$ cat src/rtl/accel_i2c_pkg.sv
// Shared types and constants for the ADXL345 I2C command sequencer.
package accel_i2c_pkg;

  localparam int unsigned INIT_LEN = 8;
  localparam int unsigned READ_LEN = 6;
  localparam int unsigned STEP_W   = 4;
  localparam int unsigned IDX_W    = $clog2(INIT_LEN);

  typedef enum logic [1:0] {
    OP_START = 2'd0,
    OP_STOP  = 2'd1,
    OP_WRITE = 2'd2,
    OP_READ  = 2'd3
  } op_e;

  // ADXL345 register map subset
  localparam logic [7:0] REG_THRESH_ACT    = 8'h24;
  localparam logic [7:0] REG_THRESH_INACT  = 8'h25;
  localparam logic [7:0] REG_TIME_INACT    = 8'h26;
  localparam logic [7:0] REG_ACT_INACT_CTL = 8'h27;
  localparam logic [7:0] REG_BW_RATE       = 8'h2C;
  localparam logic [7:0] REG_POWER_CTL     = 8'h2D;
  localparam logic [7:0] REG_DATA_FORMAT   = 8'h31;
  localparam logic [7:0] REG_DATAX0        = 8'h32;

  // Step numbers within a transaction (init: 0..4, read burst: 0..11)
  localparam logic [STEP_W-1:0] INIT_STOP_STEP = 4'd4;
  localparam logic [STEP_W-1:0] READ_RD_FIRST  = 4'd5;
  localparam logic [STEP_W-1:0] READ_RD_LAST   = 4'(READ_RD_FIRST + READ_LEN - 1);
  localparam logic [STEP_W-1:0] READ_STOP_STEP = 4'(READ_RD_LAST + 1);

  typedef struct packed {
    op_e        op;
    logic [7:0] data;
    logic       last;
  } cmd_t;

  typedef struct packed {
    logic [7:0] addr;
    logic [7:0] data;
  } init_entry_t;

  localparam cmd_t CMD_START = '{op: OP_START, data: 8'h00, last: 1'b0};
  localparam cmd_t CMD_STOP  = '{op: OP_STOP,  data: 8'h00, last: 1'b0};

endpackage

$ cat src/rtl/accel_i2c_sequencer_init_rom.sv
// ADXL345 power-up configuration table, one (register, data) pair per index.
module accel_init_rom
  import accel_i2c_pkg::*;
(
  input  logic [IDX_W-1:0] index,
  output init_entry_t      entry_c
);

  always_comb begin
    entry_c = '{addr: REG_DATA_FORMAT, data: 8'h0B};
    case (index)
      3'd0: entry_c = '{addr: REG_DATA_FORMAT,   data: 8'h0B};
      3'd1: entry_c = '{addr: REG_BW_RATE,       data: 8'h0B};
      3'd2: entry_c = '{addr: REG_THRESH_ACT,    data: 8'h04};
      3'd3: entry_c = '{addr: REG_THRESH_INACT,  data: 8'h02};
      3'd4: entry_c = '{addr: REG_TIME_INACT,    data: 8'h02};
      3'd5: entry_c = '{addr: REG_ACT_INACT_CTL, data: 8'hFF};
      3'd6: entry_c = '{addr: REG_POWER_CTL,     data: 8'h00};
      3'd7: entry_c = '{addr: REG_POWER_CTL,     data: 8'h08};
      default: entry_c = '{addr: REG_DATA_FORMAT, data: 8'h0B};
    endcase
  end

endmodule

$ cat src/rtl/accel_i2c_sequencer.sv
// ADXL345 sequencer: writes the init table, then polls X/Y/Z in burst reads,
// issuing one byte-engine command at a time with NACK retry.
module accel_i2c_sequencer
  import accel_i2c_pkg::*;
#(
  parameter logic [6:0]  DEV_ADDR  = 7'h53,
  parameter logic [15:0] POLL_DIV  = 16'd1000,
  parameter int unsigned MAX_RETRY = 2
)(
  input  logic        I2C_SCLK,
  input  logic        reset,
  input  logic        start,
  output logic        cmd_valid,
  output logic [1:0]  cmd_op,
  output logic [7:0]  cmd_data,
  output logic        cmd_last,
  input  logic        cmd_ready,
  input  logic        rsp_valid,
  input  logic        rsp_ack,
  input  logic [7:0]  rsp_data,
  output logic [15:0] accel_x,
  output logic [15:0] accel_y,
  output logic [15:0] accel_z,
  output logic        sample_valid,
  output logic        init_done,
  output logic        busy,
  output logic        error
);

  localparam int unsigned RETRY_W = (MAX_RETRY < 1) ? 1 : $clog2(MAX_RETRY + 1);
  localparam logic [7:0]  ADDR_WR = {DEV_ADDR, 1'b0};
  localparam logic [7:0]  ADDR_RD = {DEV_ADDR, 1'b1};
  localparam logic [IDX_W-1:0] LAST_IDX = IDX_W'(INIT_LEN - 1);

  typedef enum logic [2:0] {
    S_IDLE, S_ISSUE, S_WAIT_RSP, S_NEXT, S_ABORT_STOP, S_POLL_WAIT
  } state_e;

  state_e             state;
  logic [STEP_W-1:0]  step;
  logic [IDX_W-1:0]   init_idx;
  logic               in_init;
  logic [RETRY_W-1:0] retry_cnt;
  logic [15:0]        poll_cnt;
  logic               abort_wait;
  logic [47:0]        shadow;

  init_entry_t        rom_entry;
  cmd_t               step_cmd_c;
  logic [STEP_W-1:0]  last_step_c;
  logic [2:0]         byte_sel_c;

  accel_init_rom u_rom (
    .index   (init_idx),
    .entry_c (rom_entry)
  );

  // Command for a given step of the current transaction type
  function automatic cmd_t build_cmd(input logic init_mode, input logic [STEP_W-1:0] s,
                                     input init_entry_t ent);
    cmd_t c;
    c = CMD_STOP;
    if (init_mode) begin
      case (s)
        4'd0:    c = CMD_START;
        4'd1:    c = '{op: OP_WRITE, data: ADDR_WR,  last: 1'b0};
        4'd2:    c = '{op: OP_WRITE, data: ent.addr, last: 1'b0};
        4'd3:    c = '{op: OP_WRITE, data: ent.data, last: 1'b0};
        default: c = CMD_STOP;
      endcase
    end else begin
      case (s)
        4'd0, 4'd3: c = CMD_START;
        4'd1:       c = '{op: OP_WRITE, data: ADDR_WR,    last: 1'b0};
        4'd2:       c = '{op: OP_WRITE, data: REG_DATAX0, last: 1'b0};
        4'd4:       c = '{op: OP_WRITE, data: ADDR_RD,    last: 1'b0};
        default: begin
          if (s >= READ_RD_FIRST && s <= READ_RD_LAST)
            c = '{op: OP_READ, data: 8'h00, last: (s == READ_RD_LAST)};
          else
            c = CMD_STOP;
        end
      endcase
    end
    return c;
  endfunction

  assign step_cmd_c  = build_cmd(in_init, step + 4'd1, rom_entry);
  assign last_step_c = in_init ? INIT_STOP_STEP : READ_STOP_STEP;
  assign byte_sel_c  = 3'(step - READ_RD_FIRST);

  always_ff @(posedge I2C_SCLK) begin
    if (reset) begin
      state        <= S_IDLE;
      step         <= '0;
      init_idx     <= '0;
      in_init      <= 1'b0;
      retry_cnt    <= '0;
      poll_cnt     <= '0;
      abort_wait   <= 1'b0;
      shadow       <= '0;
      cmd_valid    <= 1'b0;
      cmd_op       <= '0;
      cmd_data     <= '0;
      cmd_last     <= 1'b0;
      accel_x      <= '0;
      accel_y      <= '0;
      accel_z      <= '0;
      sample_valid <= 1'b0;
      init_done    <= 1'b0;
      busy         <= 1'b0;
      error        <= 1'b0;
    end else begin
      sample_valid <= 1'b0;
      case (state)
        S_IDLE: begin
          if (start) begin
            error     <= 1'b0;
            init_done <= 1'b0;
            retry_cnt <= '0;
            init_idx  <= '0;
            in_init   <= 1'b1;
            step      <= '0;
            busy      <= 1'b1;
            cmd_valid <= 1'b1;
            {cmd_op, cmd_data, cmd_last} <= CMD_START;
            state     <= S_ISSUE;
          end
        end

        S_ISSUE: begin
          if (cmd_valid && cmd_ready) begin
            cmd_valid <= 1'b0;
            state     <= S_WAIT_RSP;
          end
        end

        S_WAIT_RSP: begin
          if (rsp_valid) begin
            if (cmd_op == OP_WRITE && !rsp_ack) begin
              abort_wait <= 1'b0;
              cmd_valid  <= 1'b1;
              {cmd_op, cmd_data, cmd_last} <= CMD_STOP;
              state      <= S_ABORT_STOP;
            end else begin
              if (cmd_op == OP_READ)
                shadow[{byte_sel_c, 3'b000} +: 8] <= rsp_data;
              if (step == last_step_c) begin
                // Terminal actions land on the rsp_valid edge so flags rise one cycle later
                retry_cnt <= '0;
                step      <= '0;
                if (in_init && init_idx != LAST_IDX) begin
                  init_idx  <= init_idx + 3'd1;
                  cmd_valid <= 1'b1;
                  {cmd_op, cmd_data, cmd_last} <= CMD_START;
                  state     <= S_ISSUE;
                end else begin
                  if (in_init) begin
                    init_done <= 1'b1;
                  end else begin
                    accel_x      <= shadow[15:0];
                    accel_y      <= shadow[31:16];
                    accel_z      <= shadow[47:32];
                    sample_valid <= 1'b1;
                  end
                  in_init <= 1'b0;
                  if (POLL_DIV == 16'd0) begin
                    cmd_valid <= 1'b1;
                    {cmd_op, cmd_data, cmd_last} <= CMD_START;
                    state     <= S_ISSUE;
                  end else begin
                    poll_cnt <= POLL_DIV - 16'd1;
                    state    <= S_POLL_WAIT;
                  end
                end
              end else begin
                state <= S_NEXT;
              end
            end
          end
        end

        S_NEXT: begin
          step      <= step + 4'd1;
          cmd_valid <= 1'b1;
          {cmd_op, cmd_data, cmd_last} <= step_cmd_c;
          state     <= S_ISSUE;
        end

        S_ABORT_STOP: begin
          if (!abort_wait) begin
            if (cmd_valid && cmd_ready) begin
              cmd_valid  <= 1'b0;
              abort_wait <= 1'b1;
            end
          end else if (rsp_valid) begin
            abort_wait <= 1'b0;
            if (retry_cnt < RETRY_W'(MAX_RETRY)) begin
              retry_cnt <= retry_cnt + 1'b1;
              step      <= '0;
              cmd_valid <= 1'b1;
              {cmd_op, cmd_data, cmd_last} <= CMD_START;
              state     <= S_ISSUE;
            end else begin
              error <= 1'b1;
              busy  <= 1'b0;
              state <= S_IDLE;
            end
          end
        end

        S_POLL_WAIT: begin
          if (poll_cnt == 16'd0) begin
            step      <= '0;
            cmd_valid <= 1'b1;
            {cmd_op, cmd_data, cmd_last} <= CMD_START;
            state     <= S_ISSUE;
          end else begin
            poll_cnt <= poll_cnt - 16'd1;
          end
        end

        default: state <= S_IDLE;
      endcase
    end
  end

endmodule

$ cat config.mk
export PLATFORM = sky130hd
export DESIGN_NAME = accel_i2c_sequencer
export DESIGN_NICKNAME = d
export VERILOG_FILES = /design/src/rtl/accel_i2c_pkg.sv /design/src/rtl/accel_i2c_sequencer_init_rom.sv /design/src/rtl/accel_i2c_sequencer.sv
export SDC_FILE = /design/constraint.sdc
export NUM_CORES = 1
export LEC_CHECK = 0
export ABC_AREA = 0
export BUFFER_PORTS_ARGS = -buffer_cell sky130_fd_sc_hd__buf_4
export CORE_MARGIN = 4
export CORE_UTILIZATION = 45
export CTS_CLUSTER_SIZE = 40
export DETAILED_ROUTE_END_ITERATION = 12
export PLACE_DENSITY_LB_ADDON = 0.25
export SETUP_SLACK_MARGIN = 0.15
export SLEW_MARGIN = 25
export SYNTH_ARGS = -nofsm -noshare
export SYNTH_HDL_FRONTEND = slang
export SYNTH_SLANG_ARGS = --single-unit
$ cat constraint.sdc
create_clock -name I2C_SCLK -period 6.37 [get_ports I2C_SCLK]
set_clock_uncertainty 0.2 [all_clocks]
set_input_delay 0.3185 -clock I2C_SCLK [delete_from_list [all_inputs] [get_ports I2C_SCLK]]
set_output_delay 0.3185 -clock I2C_SCLK [all_outputs]
set_load 0.01 [all_outputs]
== Yosys cells after proc, flatten, opt, wreduce, memory -nomap -nowiden ==
Memory sizes are Yosys's and may differ from the RTL's. A register that Yosys moved wholly into a read port is not among the register bits.
Cells that the tools add are included.

* Logic and storage cells: 214
* Register bits: 142
* Memory bits (read-only): 104
* Memories: 1

{| class="wikitable"
|+ Memories
! name !! depth !! bits a word !! rd ports !! clocked after Yosys merged registers in !! write ports !! RTL line !! text
|-
| (no name shown) || 8 || 13 || 1 || 1 || 0 || accel_i2c_sequencer_init_rom.sv:11 || <nowiki>case (index)</nowiki>
|}

* Equality and inequality tests: 33
* Muxes and demuxes: 114
* Bitwise logic cells: 6
* Shift-type cells: 2
* Order comparisons: 3
* Reductions and logical operators: 30
* Add/sub/neg operators: 6

{| class="wikitable"
|+ Operators with widths
! cell !! count
|-
| $pmux W11 S4 || 2
|-
| $mux W16 || 5
|-
| $mux W8 || 9
|-
| $bwmux W48 || 1
|-
| $mux W3 || 16
|-
| $shift A8 B8 Y48 const A || 1
|-
| $shiftx A8 B8 Y48 || 1
|-
| $mux W1 || 41
|-
| $pmux W8 S5 || 1
|-
| $mux W4 || 9
|-
| $pmux W16 S2 || 1
|-
| $mux W2 || 15
|-
| $ne A2 B2 Y1 const B || 15
|-
| $reduce_and A6 Y1 || 5
|-
| $mux W11 || 2
|-
| $pmux W4 S5 || 1
|-
| $pmux W3 S6 || 1
|-
| $reduce_and A9 Y1 || 2
|-
| $logic_not A16 Y1 || 1
|-
| $reduce_and A8 Y1 || 2
|-
| $sub A16 B1 Y16 const B || 1
|-
| $ne A3 B3 Y1 const B || 5
|-
| $pmux W1 S2 || 5
|-
| $pmux W2 S5 || 1
|-
| 36 further kinds || 51
|}

== Logic depth before layout (Yosys ltp) ==
* Depth after elaboration: 9
* Gate-level depth with buffers: 11

== By module ==
Synthesis repeated with hierarchy kept, for this count alone.

* Cells, all modules: 765
* Area, all modules: 6550.0 um2

{| class="wikitable"
|+ By module, submodules not included
! module !! cells an instance !! area each (um2) !! times used
|-
| accel_i2c_sequencer || 738 || 6346.1 || 1
|-
| accel_init_rom || 27 || 203.9 || 1
|}

== Least setup slack after synthesis ==
No wires, ideal clock.

* Kind: flip-flop to flip-flop
* Start: register init_idx[0]
* End: register u_rom.entry_c[0] (netlist name)
* Path slack: 3.581 ns
* Arrival: 2.467 ns
* Library setup time: 0.122 ns
* Stages on the path, launching flop included: 12
* Period minus slack after synthesis: 2.789 ns
* Path through: dfxtp_1 > ha_1 > ha_1 > nand4b_1 > and2_1 > nor3_1 > a22oi_2 > nor2_1 > inv_1 > ha_1 > a21boi_0 > a311o_1

* Word-level cells in the longest chain between the ends: 8
* Elaborated cells on any way between the ends: 12
* Those cells by class: add/sub (1); eq/ne (2); mux (7); reduce/logical (2)

{| class="wikitable"
|+ RTL lines
! item !! RTL line !! text
|-
| start, declared || accel_i2c_sequencer.sv:41 || <nowiki>logic [IDX_W-1:0] init_idx;</nowiki>
|-
| start signal, assigned || accel_i2c_sequencer.sv:153 || <nowiki>init_idx <= init_idx + 3'd1;</nowiki>
|-
| $add A3 B1 Y3 || accel_i2c_sequencer.sv:153 ||
|-
| $mux W3 || accel_i2c_sequencer.sv:152 || <nowiki>if (in_init && init_idx != LAST_IDX) begin</nowiki>
|-
| $mux W3 || accel_i2c_sequencer.sv:148 || <nowiki>if (step == last_step_c) begin</nowiki>
|-
| $mux W3 || accel_i2c_sequencer.sv:140 || <nowiki>if (cmd_op == OP_WRITE && !rsp_ack) begin</nowiki>
|-
| $mux W3 || accel_i2c_sequencer.sv:139 || <nowiki>if (rsp_valid) begin</nowiki>
|-
| $pmux W3 S2 || accel_i2c_sequencer.sv:115 || <nowiki>case (state)</nowiki>
|-
| $mux W3 (no line) * (2 in series) || -- ||
|}

Mark *: on every way between the ends. The rest lies on a longest branch, timed or not. The select of a mux whose other input is x is not followed.
A chain may end at the register's enable or synchronous reset.

== Final worst setup path ==
* Start: register step[0]
* End: register shadow[0]

* Word-level cells in the longest chain between the ends: 4
* Elaborated cells on any way between the ends: 5
* Those cells by class: add/sub (2); shift (2); mux (1)

{| class="wikitable"
|+ RTL lines
! item !! RTL line !! text
|-
| start, declared || accel_i2c_sequencer.sv:40 || <nowiki>logic [STEP_W-1:0] step;</nowiki>
|-
| start signal, assigned || accel_i2c_sequencer.sv:184 || <nowiki>step <= step + 4'd1;</nowiki>
|-
| $sub A3 B3 Y3 * || accel_i2c_sequencer.sv:90 || <nowiki>assign byte_sel_c = 3'(step - READ_RD_FIRST);</nowiki>
|-
| $neg A6 Y8 * || accel_i2c_sequencer.sv:147 || <nowiki>shadow[{byte_sel_c, 3'b000} +: 8] <= rsp_data;</nowiki>
|-
| $shiftx A8 B8 Y48 / $shift A8 B8 Y48 (equally long branches) || accel_i2c_sequencer.sv:147 ||
|-
| $bwmux W48 * || accel_i2c_sequencer.sv:147 ||
|-
| end signal, assigned by index || accel_i2c_sequencer.sv:147 ||
|-
| end, declared || accel_i2c_sequencer.sv:46 || <nowiki>logic [47:0] shadow;</nowiki>
|}

Mark *: on every way between the ends. The rest lies on a longest branch, timed or not.

==> impl_results.md <==
* Slew margin rel. at 0.329
* Area fraction of the dominant cell type after synthesis at 0.458
* IO Pins at 78
* Drt drc at 0
* Distinct cells, synth at 68
* Final hold vios at 0
* Sequential area share after synthesis at 0.458
* Row count at between 40 and 50
* # port buffers at 77
* Unrepaired setup endpoints after global routing: no
* Post-route cell area at 7870 µm²
* Routability congestion estimate at 0.871
* Cell leakage power at 2.90 nW
* Clk sink count at around 150
* Clock transition at the registers of the reported paths at 0.06 ns
* Initial antenna violation count at 0
* Area of the multi-input gates at 3310 µm²
* R2r setup slk at about 3 ns
* Post-Syn Instances at approximately 800
* Vias in the first global route at between 5000 and 6000
* N_diodes at 0
* Crit Reg-Reg Startpoint: step[0]
* Crit Path Category: register to register
* RR Endpoint: shadow[0]
* Final cell count without fillers at about 1100
* Max Cap Viol at 0
* Peak supply drop at 201 µV
* CP Launch Type: register
* Sequential Area at 3040 µm²
* Max Freq at just under 300 MHz
* Area contributors post-synth: dfxtp_1 46%, nand2_1 9.1%, a21oi_1 8.7%, nand3_1 3.5%, nor2_1 3.1%
* CP arrival at approximately 3.5 ns
* CTS tree: done
* Core area at 14500 µm²
* GR Overflow Total at 0
* PD cells at slightly above 300 nW/µm²
* End point of the critical path: shadow[0]
* Total placed instance area at approximately 7200 µm²
* Syn Area/Cell at approximately 8.3 µm²
* Syn Nets at roughly 830
* Via count at around 5800
* Slew @ Worst Pin at 0.999 ns
* Synthesized cell area at 6650 µm²
* Post-DRT Antenna Nets at 0
* Die Y at roughly 130 µm
* Worst slack at placement at 3.07 ns
* CP endpoint kind: register
* Yosys warnings at 0
* Initial Utilization at 0.459
* Postcts setup bufs at 0
* Worst Path Max Fanout at 15
* Hold Path Class: primary input to register
* 1st-pass router iterations at 5
* Tot Pwr at 0.00240 W
* Latest clock arrival within the worst-skew pair at 0.42 ns
* Placed insts at ~1000
* Final setup fails at 0
* FF-to-FF path depth at 8
* Hold_sp: rsp_data[6]
* First-pass GRT wire length at 26400 µm
* Seq cells post-synth at 152
* Final min period at 3.37 ns
* Root Driver: clkbuf_16
* GRT Overall Usage at 0.196
* Fillers at 1380
* Die ar. at 16800 µm²
* Total negative slack at 0 ns
* Synth area leader: dfxtp_1
* Max Slew Vio Count at 0
* Ys async rst share at 0
* Largest net degree at the start of global routing at 76
* Final WL at 16300 µm
* Final worst slack at 3.00 ns
* Leading register cell type out of synthesis: dfxtp_1
* Crit. Startpoint: step[0]
* Die W at ~130 µm
* Post-synth EDFFs at 0
* Routed WL per cell at about 16 µm
* # nets final at 882
* Fin crit share at 0.529
* Required @ worst endpoint at 6.46 ns
* Synthesis-to-layout area growth at 18.4%
* Ratio of cells with drive above 1 in the final layout at 0.158
* Bufs on Longest Clock Path at 2
* Inserted Clock Buffers at 17
* Final HPWL DP at 10900 µm
* Vias per cell at between 5 and 6
* Run status: completed
* H-tree depth at 4
* Initial DRC Count at 494
## state kept, by name, summed over array words and instances, names as in the netlist, 2 cells and up
name / count
u_rom.entry_c: 10
accel_z: 16
cmd_data: 8
step: 4
accel_x: 16
shadow: 48
init_idx: 3
accel_y: 16
poll_cnt: 16
state: 3
retry_cnt: 2
cmd_op: 2
## layer usage
layer	routed length, µm	global-route usage	part of all wire	up-vias
met5	0	0	0	-
met4	402	0.0813	0.025	0
met3	782	0.0392	0.048	30
met2	7300	0.284	0.45	143
met1	7840	0.285	0.48	2692
li1	-	-	-	2897
## layout make-up
class                      count  area share
multi-input combinational    581       0.420
sequential                   152       0.386
timing repair buffer          85      0.0823
clock buffer                  19      0.0563
tap                          184      0.0292
clock inverter                13      0.0183
inverter                      16     0.00763
## cell families after synthesis
group                    after synthesis  share of synthesized area
AO/OA/AOI/OAI                        186                      0.174
XOR/XNOR                              18                     0.0237
adder cells (fa/ha/maj)               15                     0.0282
buffers and inverters                 71                     0.0467
flip-flops                           152                      0.458
multiplexers                          14                     0.0218
AND/OR/NAND/NOR                      348                      0.248
## where the power goes
| part | total [W] | switching [W] | internal (W) |
|---|---|---|---|
| clock network | 0.000994 | 0.000403 | 0.000591 |
| registers | 0.00103 | 0.0000524 | 0.000978 |
| logic | 0.000377 | 0.000246 | 0.000131 |
## worst min path at each step
stage,to,slack (ns),depth (start not counted)
2_1_floorplan,accel_x[0],0.23,2
3_3_place_gp,accel_z[13],0.24,2
3_5_place_dp,accel_z[11],0.24,2
4_1_cts,shadow[22],0.006,3
5_1_grt,shadow[12],0.009,3
6_report,shadow[22],0.03,3
## worst max-delay path, cell delays in order (launching register included)
cell	delay, ns
dfxtp_1	0.62
inv_1	0.26
ha_1	0.27
xor2_1	0.26
ha_1	0.42
nor3_1	0.33
nand3_1	0.49
mux2i_1	0.32
nor2_1	0.05
## cells in the final DEF, fill, tap and decap left out, drive strengths merged, types with 8 or more instances in the layout
cell,netlist,layout
nand2,162,162
dfxtp,152,152
a21oi,116,116
buf,17,81
nor2,56,56
nand3,46,46
inv,16,20
clkbuf,38,19
o21ai,18,18
nor3,16,16
xor2,15,15
ha,15,15
mux2i,13,13
nand4,12,12
a22oi,9,9
a211oi,8,8
## synthesized netlist by cell type, types with 3 or more instances
cell type,count
nand2_1,162
dfxtp_1,152
a21oi_1,115
nor2_1,55
nand3_1,46
clkbuf_1,38
o21ai_0,18
inv_1,16
ha_1,15
nor3_1,15
xor2_1,15
mux2i_1,13
nand4_1,12
buf_2,11
a211oi_1,8
a22oi_1,8
or3_1,6
and2_1,5
and3_1,5
nor2b_1,5
nor3b_1,5
o2111ai_1,5
nand2b_1,4
nand4b_1,4
a31oi_1,3
buf_6,3
nor4_1,3
xnor2_1,3
## metrics by stage
stage,hold WS (ns),util
final,0.0279,0.544
after global routing,0.00871,0.544
after CTS,0.00642,0.544
after detailed placement,0.244,0.501
after global placement,0.238,0.500
after floorplan,0.232,-
## repair_timing
| item | CTS | global route |
|---|---|---|
| endpoints found under the setup margin | 0 | 0 |
| hold buffers | 4 | 0 |
| endpoints found under the hold margin | 11 | 0 |
| resized for setup | 0 | 0 |
Power figures use the tool's default switching activity.
